## src/rtl/ace_ack_tracker.sv

```systemverilog
// ACE RACK/WACK terminator: counts reads/writes from address handshake to acknowledge and throttles AR/AW at the limit.
// Full/idle/error are registered (one cycle after the causing edge); gating only masks valid downstream and ready upstream.

module ace_ack_side #(
    parameter int MaxTxn   = 8,
    parameter int CntWidth = $clog2(MaxTxn + 1)
) (
    input  logic                clk_i,
    input  logic                rst_i,
    input  logic                i_addr_valid,
    input  logic                i_addr_ready,
    input  logic                i_done_hs,
    input  logic                i_ack,
    output logic                o_addr_valid,
    output logic                o_addr_ready,
    output logic [CntWidth-1:0] o_inflight,
    output logic [CntWidth-1:0] o_ackpend,
    output logic                o_err,
    output logic                o_empty_nxt
);

    localparam logic [CntWidth-1:0] LP_ONE = CntWidth'(1);
    localparam logic [CntWidth:0]   LP_MAX = (CntWidth + 1)'(MaxTxn);

    logic                r_full;
    logic                r_err;
    logic [CntWidth-1:0] r_inflight;
    logic [CntWidth-1:0] r_ackpend;

    logic                w_addr_hs;
    logic                w_inflight_zero;
    logic                w_ackpend_zero;
    logic                w_done_ok;
    logic                w_done_err;
    logic                w_ack_ok;
    logic                w_ack_err;
    logic [CntWidth-1:0] w_inflight_nxt;
    logic [CntWidth-1:0] w_ackpend_nxt;
    logic [CntWidth:0]   w_total_nxt;
    logic                w_full_nxt;

    assign o_addr_valid = i_addr_valid & ~r_full;
    assign o_addr_ready = i_addr_ready & ~r_full;
    assign w_addr_hs    = i_addr_valid & i_addr_ready & ~r_full;

    assign w_inflight_zero = (r_inflight == '0);
    assign w_ackpend_zero  = (r_ackpend == '0);

    // A completion racing the address handshake of an idle channel is legitimate.
    assign w_done_ok  = i_done_hs & (~w_inflight_zero | w_addr_hs);
    assign w_done_err = i_done_hs & w_inflight_zero & ~w_addr_hs;

    // The ack must trail the completion by a cycle, so only the registered count qualifies it.
    assign w_ack_ok  = i_ack & ~w_ackpend_zero;
    assign w_ack_err = i_ack & w_ackpend_zero;

    always_comb begin
        w_inflight_nxt = r_inflight;
        case ({w_addr_hs, w_done_ok})
            2'b10:   w_inflight_nxt = r_inflight + LP_ONE;
            2'b01:   w_inflight_nxt = r_inflight - LP_ONE;
            default: w_inflight_nxt = r_inflight;
        endcase
    end

    always_comb begin
        w_ackpend_nxt = r_ackpend;
        case ({w_done_ok, w_ack_ok})
            2'b10:   w_ackpend_nxt = r_ackpend + LP_ONE;
            2'b01:   w_ackpend_nxt = r_ackpend - LP_ONE;
            default: w_ackpend_nxt = r_ackpend;
        endcase
    end

    assign w_total_nxt = {1'b0, w_inflight_nxt} + {1'b0, w_ackpend_nxt};
    assign w_full_nxt  = (w_total_nxt == LP_MAX);
    assign o_empty_nxt = (w_inflight_nxt == '0) & (w_ackpend_nxt == '0);

    always_ff @(posedge clk_i) begin
        if (rst_i) begin
            r_inflight <= '0;
            r_ackpend  <= '0;
            r_full     <= 1'b0;
            r_err      <= 1'b0;
        end else begin
            r_inflight <= w_inflight_nxt;
            r_ackpend  <= w_ackpend_nxt;
            r_full     <= w_full_nxt;
            r_err      <= r_err | w_done_err | w_ack_err;
        end
    end

    assign o_inflight = r_inflight;
    assign o_ackpend  = r_ackpend;
    assign o_err      = r_err;

endmodule

module ace_ack_tracker #(
    parameter int MaxRdTxn   = 8,
    parameter int MaxWrTxn   = 8,
    parameter int RdCntWidth = $clog2(MaxRdTxn + 1),
    parameter int WrCntWidth = $clog2(MaxWrTxn + 1)
) (
    input  logic                  clk_i,
    input  logic                  rst_i,
    input  logic                  slv_ar_valid_i,
    output logic                  slv_ar_ready_o,
    output logic                  mst_ar_valid_o,
    input  logic                  mst_ar_ready_i,
    input  logic                  slv_aw_valid_i,
    output logic                  slv_aw_ready_o,
    output logic                  mst_aw_valid_o,
    input  logic                  mst_aw_ready_i,
    input  logic                  r_valid_i,
    input  logic                  r_ready_i,
    input  logic                  r_last_i,
    input  logic                  b_valid_i,
    input  logic                  b_ready_i,
    input  logic                  rack_i,
    input  logic                  wack_i,
    output logic [RdCntWidth-1:0] rd_inflight_o,
    output logic [RdCntWidth-1:0] rd_ackpend_o,
    output logic [WrCntWidth-1:0] wr_inflight_o,
    output logic [WrCntWidth-1:0] wr_ackpend_o,
    output logic                  rd_err_o,
    output logic                  wr_err_o,
    output logic                  idle_o
);

    logic w_rl_hs;
    logic w_b_hs;
    logic w_rd_empty_nxt;
    logic w_wr_empty_nxt;
    logic r_idle;

    // Non-last R beats carry no completion information.
    assign w_rl_hs = r_valid_i & r_ready_i & r_last_i;
    assign w_b_hs  = b_valid_i & b_ready_i;

    ace_ack_side #(
        .MaxTxn   (MaxRdTxn),
        .CntWidth (RdCntWidth)
    ) u_rd_side (
        .clk_i        (clk_i),
        .rst_i        (rst_i),
        .i_addr_valid (slv_ar_valid_i),
        .i_addr_ready (mst_ar_ready_i),
        .i_done_hs    (w_rl_hs),
        .i_ack        (rack_i),
        .o_addr_valid (mst_ar_valid_o),
        .o_addr_ready (slv_ar_ready_o),
        .o_inflight   (rd_inflight_o),
        .o_ackpend    (rd_ackpend_o),
        .o_err        (rd_err_o),
        .o_empty_nxt  (w_rd_empty_nxt)
    );

    ace_ack_side #(
        .MaxTxn   (MaxWrTxn),
        .CntWidth (WrCntWidth)
    ) u_wr_side (
        .clk_i        (clk_i),
        .rst_i        (rst_i),
        .i_addr_valid (slv_aw_valid_i),
        .i_addr_ready (mst_aw_ready_i),
        .i_done_hs    (w_b_hs),
        .i_ack        (wack_i),
        .o_addr_valid (mst_aw_valid_o),
        .o_addr_ready (slv_aw_ready_o),
        .o_inflight   (wr_inflight_o),
        .o_ackpend    (wr_ackpend_o),
        .o_err        (wr_err_o),
        .o_empty_nxt  (w_wr_empty_nxt)
    );

    always_ff @(posedge clk_i) begin
        if (rst_i) begin
            r_idle <= 1'b1;
        end else begin
            r_idle <= w_rd_empty_nxt & w_wr_empty_nxt;
        end
    end

    assign idle_o = r_idle;

endmodule

```

## config.mk

```make
export PLATFORM = sky130hd
export DESIGN_NAME = ace_ack_tracker
export DESIGN_NICKNAME = d
export VERILOG_FILES = /design/src/rtl/ace_ack_tracker.sv
export SDC_FILE = /design/constraint.sdc
export NUM_CORES = 1
export LEC_CHECK = 0
export CAP_MARGIN = 20
export CORE_ASPECT_RATIO = 0.5
export CORE_UTILIZATION = 50
export DETAILED_ROUTE_END_ITERATION = 6
export PLACE_DENSITY = 0.8
export RECOVER_POWER = 100
export SETUP_SLACK_MARGIN = 0.02
export SYNTH_ARGS = -nofsm -noshare
export SYNTH_HDL_FRONTEND = slang
export SYNTH_SLANG_ARGS = --single-unit
```

## constraint.sdc

```tcl
create_clock -name clk_i -period 4.1 [get_ports clk_i]
set_input_delay 0.615 -clock clk_i [delete_from_list [all_inputs] [get_ports clk_i]]
set_output_delay 0.615 -clock clk_i [all_outputs]
set_load 0.02 [all_outputs]
```

Word level (Yosys, flattened, before mapping) --
Cells that the tools add are included.
Storage, ports and cells: bits in registers 21
Cells by class: bitwise logic cells 38, reductions and logical operators 8, eq/ne operators 10, add/sub/neg operators 10, muxes and demuxes 4
Operators by type and width (number):
- $logic_not 4->1 | 8
- $pmux 4 s2 | 4
- $and 1x1->1 | 24
- $add 4x1->4 const B | 4
- $sub 4x1->4 const B | 4
- $add 4x4->5 | 2
- $eq 5x4->1 const B | 2
- $eq 2x1->1 const B | 4
- $eq 2x2->1 const B | 4
- $not 1->1 | 8
- $or 1x1->1 | 6

Longest topological paths before layout --
Gate-level depths: netlist (run 1).
depth in word-level cells 9, depth in mapped cells 18, gate-level depth less buffers 18

Cells and area by module --
Synthesis (run 1) repeated with hierarchy kept, for this count alone.
Second synthesis, totals: cells, all modules 180, area, all modules 1599.0 um^2
By module, submodules not included:
- ace_ack_side | cells an instance 88, times used 2, sequential area each 200.2 um^2, area each 779.5 um^2
- ace_ack_tracker | cells an instance 4, times used 1, sequential area each 20.0 um^2, area each 40.0 um^2

Worst setup path after synthesis (run 1) --
Ideal clock, no wire load.
kind input to register, start point in slv_ar_valid_i, end point reg u_rd_side.r_full, stages on the path 11, arrival 3.701 ns, data required time 4.022 ns, path slack 0.321 ns, cell sequence nor2b_1 > nand2_1 > and3b_1 > or2_2 > ha_1 > xor2_1 > ha_1 > mux2i_1 > fa_1 > or4b_2 > nor3_1
Between the ends: longest elaborated chain between the ends 8
RTL lines:
- start: declaration | RTL line 107 | input logic slv_ar_valid_i,
- $and 1x1->1 * (2 in series) | RTL line 44 | assign w_addr_hs = i_addr_valid & i_addr_ready & ~r_full;
- $or 1x1->1 | RTL line 50 | assign w_done_ok = i_done_hs & (~w_inflight_zero | w_addr_hs);
- $and 1x1->1 | RTL line 50
- $eq 2x1->1, or another cell as far along | RTL line 59 | case ({w_addr_hs, w_done_ok})
- $pmux 4 s2, on equally long branches | RTL line 59, 68
- $add 4x4->5 * | RTL line 75 | assign w_total_nxt = {1'b0, w_inflight_nxt} + {1'b0, w_ackpend_nxt};
- $eq 5x4->1 * | RTL line 76 | assign w_full_nxt = (w_total_nxt == LP_MAX);
- end signal: assignment | RTL line 88 | r_full <= w_full_nxt;
- end: declaration | RTL line 25 | logic r_full;
Every way passes the cells marked *; elsewhere a longest branch is shown, timed or not. A chain may end at the register's enable or synchronous reset.

Worst setup path in the final report (run 1) --
Same ends and word-level chain as after synthesis.

==> summary.txt, run 1 <==
Cells and area
  – Synthesis-to-layout area growth: 29.5%
  – Final design area excluding fillers: 2050 um^2
  – Total Nets Final: 260
  – Final core area utilization: 0.731
  – Share of final-layout standard cells stronger than drive strength 1: 0.0536
  – Number of antenna diodes: 0

Timing
  – Unrepaired setup endpoints after global routing: no
  – Share of the cycle needed by the critical path after routing: 0.933
  – Worst slew slack as a fraction of its limit: 0.695
  – Time the worst path needs with I/O delays and setup: 3.82 ns
  – Endpoints failing hold: 0
  – Final setup violating endpoints: 0
  – Final setup skew: 0.00399 ns
  – Slew Viols, Final: 0
  – Tightest Pin Transition: 0.444 ns
  – Fmax: 262 MHz

CTS
  – Post-CTS setup buffer count: 0
  – Number of buffers inserted by hold repair at cts: 0
  – Worst skew pair latency: 0.26 ns
  – Clock buffer count from CTS: 3
  – TritonCTS clock tree: yes
  – Worst-path clk slew: 0.08 ns
  – Sinks on the clock net: 21
  – Resized Gates After CTS: 0
  – Clock Tree Root: sky130_fd_sc_hd__clkbuf_8
  – CTS Buffer Depth: 2
  – Count of H-tree levels built during CTS: 1

Synth
  – Multiplexer fraction of the synthesized cell area: 0.0443
  – Number of flops mapped to enable cells by yosys: 0
  – Xor/xnor cell area share of the yosys netlist: 0.122
  – Top cells by area, synth: sky130_fd_sc_hd__dfxtp_1, sky130_fd_sc_hd__ha_1, sky130_fd_sc_hd__xor2_1, sky130_fd_sc_hd__nor2b_1, sky130_fd_sc_hd__nor2_1
  – Count of yosys warnings during synthesis: 0
  – Netlist area before placement: around 1600 um^2
  – Number of library cell types mapped by synthesis: 37
  – Post-synthesis async set-or-reset flop share: 0
  – Area share of the largest cell type after synthesis: 0.266
  – Library cell occupying the most area in the post-synthesis netlist: sky130_fd_sc_hd__dfxtp_1
  – List of most frequent post-synthesis cells: sky130_fd_sc_hd__dfxtp_1, sky130_fd_sc_hd__nor2_1, sky130_fd_sc_hd__ha_1
  – Synthesized instance count: about 180
  – Synth Net Count: between 200 and 250
  – Synthesized-area fraction occupied by and/or/nand/nor cells: 0.246
  – Register area share after synthesis: 0.266
  – Dominant combinational cell family by area after synthesis: simple AND/OR/NAND/NOR gates
  – Dominant register cell in the synthesized netlist: sky130_fd_sc_hd__dfxtp_1
  – Fraction of the mapped netlist area in adder cells: 0.184
  – FF+latch count, synth: 21
  – Compound-gate portion of the synthesized area: 0.0942
  – Synthesized area divided by synthesized cell count: 8.68 um^2

Global route
  – Initial antenna violation count: 0
  – Most used routing layer in global routing: met2
  – Grt met1 use: 0.293
  – Grt met3 use: 0.0505
  – GR Overflow Total: 0
  – First-pass GRT wire length: 5910 um
  – Number of global-route vias before repair: 1361
  – Largest net degree at the start of global routing: 22
  – Global-route track usage on met2: 0.372
  – Total global-route track usage: 0.223

Route
  – Number of iterations in the first detailed-routing pass: 4
  – Vias: 1368
  – Post-detailed-route wirelength per cell: 12.9 um
  – DRC violation count after routing: 0
  – Initial drt markers: 83
  – Final WL: roughly 3400 um
  – Ratio of routed vias to standard cells: about 5.2
  – Antenna-violating nets left: 0

Setup path
  – Slowest cell delay on critical path: 0.58 ns
  – Gate family responsible for the most delay along the worst path: simple AND/OR/NAND/NOR gates
  – Highest fanout seen on the critical path: 6
  – Critical Path, Cell by Cell: clkdlybuf4s50_1, nor2b_1, nand2_1, and3b_1, or2_2, ha_1, xor2_1, ha_1, mux2i_1, fa_1, or4b_2, nor3_1
  – Most frequent cell on the critical path: sky130_fd_sc_hd__ha_1
  – Combined buffer and inverter count along the critical path: 1
  – Element type at the critical path end: flip-flop
  – Startpoint types: input pin
  – Critical-path top delay cell: sky130_fd_sc_hd__or4b_2
  – Critical Path RT: 4.29 ns
  – Arrival time worst endpoint: 4.01 ns
  – Class of the most critical setup path: in -> reg

Pwr
  – Power Density: 536 nW/um^2
  – P_leak: 0.00102 uW
  – Worst voltage drop across the vdd grid: slightly above 0.0003 V

Outcome
  – Status: finished clean

Place
  – Area after detailed placement: 2020 um^2
  – Placed wire-length estimate after detailed placement: roughly 2600 um
  – GPL Wtd Cong: about 0.77
  – Number of port buffers: 35

Floorplanning
  – Area of the placeable core: around 2800 um^2
  – Effective utilization at floorplan: 0.565
  – Die width: 81.5 um
  – Count of pins on the block boundary: 36
  – Row count: 13
  – Chip Height: roughly 42 um
  – Die area: 3400 um^2

Hold path
  – Worst min-delay path category: reg -> reg

Flow run
  – Number of violations of the max-capacitance limit: 0
[cells by family after synthesis]
group | Yosys count
muxes | 7
buffers and inverters | 18
adders and majority gates | 22
AOI/OAI and AO/OA | 22
and+or+nand+nor | 70
xor gates and xnor gates | 22
DFF | 21
[stage by stage]
stage | power, uW | hold slack [ns] | instances | setup WS (ns) | TNS (ns)
6_report | 1100 | 0.485 | 261 | 0.277 | 0
5_1_grt | 1190 | 0.536 | 261 | 0.0385 | 0
4_1_cts | 1130 | 0.500 | 261 | 0.263 | 0
3_5_place_dp | 984 | 0.470 | 257 | -0.00182 | -0.00182
3_3_place_gp | 960 | 0.466 | 257 | 0.107 | 0
2_1_floorplan | 758 | 0.581 | 182 | 0.321 | 0
[layout make-up]
type                       count  area, um^2
timing repair buffer          43         403
clock inverter                 1        5.00
clock buffer                   3        41.3
fill                         219         752
sequential                    21         420
multi-input combinational    143        1080
tap                           37        46.3
inverter                      13        48.8
[path summary, 6_finish.rpt]
| path | startpoint | end | slack (ns) | cells after the start |
|---|---|---|---|---|
| worst max-delay path | slv_ar_valid_i | u_rd_side.r_full | 0.28 | 12 |
| worst min-delay path | u_wr_side.o_err | u_wr_side.o_err | 0.48 | 2 |
| worst max register to register | u_rd_side.r_full | u_rd_side.r_full | 0.76 | 11 |
| worst min register to register | u_wr_side.o_err | u_wr_side.o_err | 0.48 | 2 |
[tightest hold or removal path: cells and delay by family, from the launching register on]
family	cells	cell delay, ns
flip-flops	1	0.33
AO/OA/AOI/OAI	1	0.05
AND/OR/NAND/NOR	1	0.08
[report_power, final]
| part | total (uW) | switching (uW) | internal [uW] |
|---|---|---|---|
| sequential | 305 | 58.0 | 247 |
| combinational | 651 | 345 | 306 |
| clock | 140 | 72.0 | 67.8 |
| total | 1100 | 475 | 621 |
[layer usage]
layer,up-vias,part of all wire
li1,717,-
met1,615,0.50
met2,32,0.45
met3,4,0.040
met4,0,0.0077
met5,-,0
[cells in the final DEF, fill, tap and decap left out, drive strengths merged, types with 2 or more instances in the layout]
| master | netlist | final |
|---|---|---|
| dlygate4sd3 | 0 | 24 |
| nand2 | 7 | 7 |
| clkbuf | 4 | 9 |
| or2 | 2 | 2 |
| xnor2 | 7 | 7 |
| nor4 | 6 | 6 |
| nor2b | 15 | 15 |
| a211oi | 3 | 3 |
| nand4 | 2 | 2 |
| clkdlybuf4s50 | 0 | 11 |
| a21oi | 12 | 12 |
| nand2b | 2 | 2 |
| nor3 | 4 | 4 |
| buf | 1 | 2 |
| fa | 2 | 2 |
| nor4b | 2 | 2 |
| dfxtp | 21 | 21 |
| mux2i | 7 | 7 |
| nor2 | 21 | 21 |
| inv | 13 | 13 |
| ha | 20 | 20 |
| nor3b | 3 | 3 |
| xor2 | 15 | 15 |
[sequential cells by signal, summed over array words and instances, names as in the netlist, named ones only]
name,count
u_wr_side.o_inflight,4
u_rd_side.o_ackpend,4
u_rd_side.o_inflight,3
u_wr_side.r_full,1
u_rd_side.o_err,1
idle_o,1
u_rd_side.r_full,1
u_wr_side.o_ackpend,4
u_wr_side.o_err,1
(Power assumes the default switching activity.)
==> run 2: changes to the inputs <==
- SLEW_MARGIN: default -> 20
==> results of run 2 <==
Final layout, timing and power as in run 1 (identical DEF).
==> run 3: changes to the inputs <==
- CTS_CLUSTER_DIAMETER: default -> 50
==> results of run 3 <==
Final layout, timing and power as in run 1 (identical DEF).
